$ cat config.mk
export PLATFORM = sky130hd
export DESIGN_NAME = led_pattern_gen
export DESIGN_NICKNAME = d
export VERILOG_FILES = /design/src/rtl/led_pattern_gen.sv
export SDC_FILE = /design/constraint.sdc
export NUM_CORES = 2
export LEC_CHECK = 0
export ABC_AREA = 1
export CAP_MARGIN = 20
export CORE_MARGIN = 8
export CORE_UTILIZATION = 60
export CTS_CLUSTER_DIAMETER = 60
export DETAILED_ROUTE_END_ITERATION = 10
export DONT_BUFFER_PORTS = 1
export PLACE_DENSITY = 0.87
export SYNTH_ARGS = -nofsm -noshare
export SYNTH_HDL_FRONTEND = slang
export SYNTH_SLANG_ARGS = --single-unit
$ cat constraint.sdc
create_clock -name clk -period 48.9 [get_ports clk]
set_input_delay 9.78 -clock clk [delete_from_list [all_inputs] [get_ports clk]]
set_output_delay 9.78 -clock clk [all_outputs]
set_load 0.01 [all_outputs]
$ cat src/rtl/led_pattern_gen.sv
// Multi-channel LED driver: per-channel OFF / ON / BLINK / PWM modes with wrap pulses,
// programmed through a single-cycle write port and phase-aligned by a global sync.
module led_pattern_gen #(
  parameter int N_CH   = 8,
  parameter int PER_W  = 26,
  parameter int DUTY_W = 8,
  parameter int CH_W   = (N_CH > 1) ? $clog2(N_CH) : 1
) (
  input  logic              clk,
  input  logic              rst,
  input  logic              cfg_we,
  input  logic [CH_W-1:0]   cfg_ch,
  input  logic [1:0]        cfg_mode,
  input  logic [PER_W-1:0]  cfg_period,
  input  logic [DUTY_W-1:0] cfg_duty,
  input  logic              sync,
  output logic [N_CH-1:0]   LED,
  output logic [N_CH-1:0]   wrap
);

  typedef enum logic [1:0] {
    MODE_OFF   = 2'd0,
    MODE_ON    = 2'd1,
    MODE_BLINK = 2'd2,
    MODE_PWM   = 2'd3
  } mode_e;

  logic [DUTY_W-1:0] fc_q;
  logic              fc_last;
  logic [N_CH-1:0]   led_d;
  logic [N_CH-1:0]   wrap_d;

  assign fc_last = (fc_q == '1);

  // Shared PWM frame counter; sync realigns it with the blink phase counters.
  // NOTE: sequential state uses non-blocking (<=) so every register samples pre-edge values.
  always_ff @(posedge clk or posedge rst) begin
    if (rst) begin
      fc_q <= '0;
    end else if (sync) begin
      fc_q <= '0;
    end else begin
      fc_q <= fc_q + DUTY_W'(1);
    end
  end

  for (genvar i = 0; i < N_CH; i++) begin : g_ch
    mode_e             mode_q;
    logic [PER_W-1:0]  period_q;
    logic [DUTY_W-1:0] duty_q;
    logic [PER_W-1:0]  cnt_q;
    logic [PER_W-1:0]  cnt_d;
    logic [PER_W-1:0]  last;
    logic [PER_W:0]    half;
    logic              wr;
    logic              running;
    logic              at_last;

    // Indices at or above N_CH never match any channel, so such writes fall away.
    assign wr      = cfg_we && (cfg_ch == CH_W'(i));
    assign running = (mode_q == MODE_BLINK) && (period_q != '0);
    assign last    = period_q - PER_W'(1);
    assign at_last = (cnt_q == last);
    // One extra bit keeps ceil(P/2) exact at the maximum period.
    assign half    = ({1'b0, period_q} + (PER_W + 1)'(1)) >> 1;

    // NOTE: every always_comb output gets a default first so no latch is inferred.
    always_comb begin
      cnt_d = '0;
      if (!wr && !sync && running && !at_last) begin
        cnt_d = cnt_q + PER_W'(1);
      end
    end

    always_comb begin
      led_d[i]  = 1'b0;
      wrap_d[i] = 1'b0;
      unique case (mode_q)
        MODE_OFF: led_d[i] = 1'b0;
        MODE_ON:  led_d[i] = 1'b1;
        MODE_BLINK: begin
          led_d[i]  = running && ({1'b0, cnt_q} < half);
          wrap_d[i] = running && at_last;
        end
        MODE_PWM: begin
          led_d[i]  = (fc_q < duty_q);
          wrap_d[i] = fc_last;
        end
        default: ;
      endcase
    end

    // NOTE: configuration registers are reset too, since a reset must forget all programming.
    always_ff @(posedge clk or posedge rst) begin
      if (rst) begin
        mode_q   <= MODE_OFF;
        period_q <= '0;
        duty_q   <= '0;
        cnt_q    <= '0;
      end else begin
        if (wr) begin
          mode_q   <= mode_e'(cfg_mode);
          period_q <= cfg_period;
          duty_q   <= cfg_duty;
        end
        cnt_q <= cnt_d;
      end
    end
  end

  always_ff @(posedge clk or posedge rst) begin
    if (rst) begin
      LED  <= '0;
      wrap <= '0;
    end else begin
      LED  <= led_d;
      wrap <= wrap_d;
    end
  end

endmodule

* Word level (Yosys, flattened, before mapping)
Index checks and enable logic that the tools add are counted.
Word-level totals: register bits after elaboration 520, output and inout port bits 16
Operators by class: add/sub/neg operators 25, $lt $le $gt $ge 16, eq/ne operators 40, multiplexer cells 25, reductions and logical operators 90
Operator list (count):
- $add A26 B1 Y27 const B | 8
- $add A26 B1 Y26 const B | 8
- $eq A26 B26 Y1 | 8
- $lt A26 B26 Y1 | 8
- $mux W26 | 8
- $reduce_bool A26 Y1 | 8
- $sub A26 B1 Y26 const B | 8
- $lt A8 B8 Y1 | 8
- $logic_and A1 B1 Y1 | 56
- $eq A2 B2 Y1 const B | 16
- $pmux W1 S4 | 8
- $logic_not A1 Y1 | 17
- $eq A2 B1 Y1 const B | 8
- $logic_not A2 Y1 | 8
- $pmux W1 S2 | 8
- $eq A3 B3 Y1 const B | 4
- $add A8 B1 Y8 const B | 1
- $eq A8 B8 Y1 const B | 1
- $mux W8 | 1
- $eq A3 B2 Y1 const B | 2
- $eq A3 B1 Y1 const B | 1
- $logic_not A3 Y1 | 1

* Depth between registers and ports, before layout
depth in word-level cells 7, depth in mapped cells 20

* Worst setup path after synthesis
OpenSTA, ideal clock, no wires.
path type input port to flip-flop, from input cfg_we, to register g_ch[0].period_q[17], setup time 0.117 ns, arrival 10.867 ns, slack 37.916 ns, cell stages on the path 9, buffers on the path 2, cell sequence inv_1 > nor2_1 > inv_1 > nor2_1 > clkbuf_1 > clkinv_1 > clkbuf_1 > nand2_1 > nand2_1
On the way: word-level cells in the longest chain between the ends 1
RTL lines:
- from (decl) | RTL line 11 | input logic cfg_we,
- $logic_and A1 B1 Y1 | RTL line 60 | assign wr = cfg_we && (cfg_ch == CH_W'(i));
- to (signal assigned) | RTL line 103 | period_q <= cfg_period;
- to (decl) | RTL line 49 | logic [PER_W-1:0] period_q;
Every way passes these cells. A chain may end at the register's enable or synchronous reset.

==> qor.yml <==
status: "finished clean"
dpl.hpwl_um: 90500
final_cells: 6813
dieArea_um2: 78600
pwr-share-seq_pct: 39.4
via_per_inst: 5.72
port_buffers: 0
min_period_ns: 11.49
pwr-share-clk_pct: 31.9
crit_family: "buffers and inverters"
clock_path_buffers: 3
die_height_um: 280
ys_seq_area_share_pct: 31.0
num-fill-cells: 6199
gr-usage-all-layers_pct: 30.6
period_share_pct: 23.5
top_layer: "met5"
peakVddDrop_mv: 0.0340
avgRoutedWirePerCell_um: 17.9
grt_overflow: 0
sw_frac_of_total_pct: 38.1
ant_nets: 0
leakage_nw: 20.5
crit_fanout: 185
pin_count: 59
clk_pin_slew_worst_paths_ns: 0.06
drive_above_1_share_pct: 5.54
syn_area_um2: 42000
grt_start_max_net_pins: 186
final_cell_mix: "1543 x nand2_1, 776 x nor2_1, 619 x inv_1"
hold_viol_final: 0
cp_num_buf_inv: 3
htree_num_levels: 2
wl_met2_um: 53700
rsz0062_at_grt: "false"
first_pass_iters: 6
drc: 0
cts_hold_buf: 0
postSynthAreaPerCell_um2: 7.05
drt_iter0_markers: 3883
cap_violations: 0
crit_path_top_delay_cell: "buf_4"
synth.distinct_cells: 61
dp.cells: 6698
cts_inserted_buffers: 59
root_buffer: "clkbuf_16"
fmax_ghz: 0.0870
cts-resized-gates: 0
core_area_um2: 69700
worst_pin_slew_ns: 1.15
synth_seq_cells: 520
async_flop_share_pct: 100
area_growth_pct: 5.67
cp_data_arrival_time_ns: 12.14
nets: 6151
slew_violations: 0
p_comb_share_pct: 28.8
layout_commonest_cell: "nand2_1"
crit_chain: "inv_8 -> buf_12 -> buf_4"
place.gp.congestion: 1.01
cts_tree: "yes"
postCtsSetupRepairBufs: 0
clock-sinks: 520
initial_utilization_pct: 60.2
switching_power_uw: 550
yosys_most_used_dff: "dfrtp_1"
vias: 39000
grt_antenna_before_repair: 4
grt_pass1_vias: 36900
syn_inst: 5949
die_w_um: 280
grt_pass1_wl_um: 194000
internal_power_uw: 893
setup_viol: 0
wl_um: 122000
slew_headroom_pct: 23.6
min_path_type: "reg2reg"
insertion_delay_ns: 0.64
wl_met3_um: 12000
path_class: "in2async"
wl_met1_um: 49000
skew_ns: 0.0141
end_kind: "asynchronous set/reset pin"
fin_tns_setup_ns: 0
rows: 97
yosys_warnings: 0
slowest_delay_ns: 0.85
critPathRequiredTime_ns: 49.55
p_per_area_nw_per_um2: 32.6
startpoint_type: "primary input"
synth_edf_count: 0
mappedNetlistNets: 6281
## worst reg2reg max path, delay by kind of cell, from the launching register on
kind	cells	cell delay, ns
AOI/OAI and AO/OA	5	0.99
adders and majority gates	2	0.52
DFF	1	0.40
and+or+nand+nor	11	1.67
## registers in the layout, summed over array words and instances, names as in the netlist
name,cells
g_ch.period_q,208
g_ch.duty_q,64
LED,8
g_ch.mode_q,16
wrap,8
g_ch.cnt_q,208
fc_q,8
## layer usage
metal	track usage [%]	up-vias
li1	-	18800
met1	39.9	18000
met2	47.8	1701
met3	5.86	395
met4	16.5	4
met5	0	-
## cell type report
cell class              instances  area [um2]  share of cell area (%)
multi-input cells            4593       25600                    57.8
flip-flops and latches        520       13000                    29.4
clock inverters                33         338                   0.762
diodes                          5        12.5                  0.0282
repair buffers                 13         110                   0.248
well taps                     940        1180                    2.65
inverters                     632        2380                    5.37
clock buffers                  77        1690                    3.80
## Yosys cell counts, types with 113 or more instances
cell	n	area (um2)
nor2_1	785	2950
xnor2_1	153	1340
clkbuf_1	124	465
inv_1	620	2330
nor3_1	113	566
nand4_1	148	926
nand3_1	290	1450
ha_1	289	3620
a21oi_1	159	796
xor2_1	355	3110
dfrtp_1	520	13000
o21ai_0	369	1850
nand2_1	1543	5790
## final timing paths
path / start / cells past startpoint / end / slack [ns]
max: rst / 3 / g_ch[7].cnt_q[11] / 37.41
min: fc_q[0] / 1 / fc_q[0] / 0.49
max reg2reg: g_ch[5].period_q[0] / 18 / LED[5] / 45.24
min reg2reg: fc_q[0] / 1 / fc_q[0] / 0.49
max in group clk: cfg_we / 6 / g_ch[5].cnt_q[13] / 37.63
min in group asynchronous: rst / 1 / g_ch[6].cnt_q[14] / 9.15
## cell families (layout without fill, tap and decap cells)
logic type | count (synthesis) | after routing | share of synthesized area (%)
other cells | 0 | 5 | 0
fa+ha+maj | 289 | 289 | 8.62
buf+inv | 836 | 755 | 8.07
compound gates | 628 | 628 | 8.17
xor+xnor | 520 | 520 | 11.2
flops | 520 | 520 | 31.0
simple gates | 3156 | 3156 | 32.9
## power by group through the flow
stage                     registers [mW]  clock network (mW)  logic [mW]
after global routing               0.574               0.481       0.473
after CTS                          0.564               0.465       0.411
after floorplan                    0.524                   0       0.359
after global placement             0.570                   0       0.392
after detailed placement           0.571                   0       0.406
final                              0.568               0.460       0.416
## metrics by stage
step	util (%)	setup WS [ns]	area, um2	hold slack, ns	power, mW
after CTS	63.6	37.30	44300	0.496	1.44
after global routing	63.6	36.97	44300	0.511	1.53
final	63.6	37.41	44300	0.494	1.44
after detailed placement	60.7	36.63	42300	0.476	0.978
after global placement	60.7	36.68	42300	0.463	0.962
after floorplan	-	24.59	42000	0.445	0.883
Note: power is estimated with default switching activity, not from simulation.
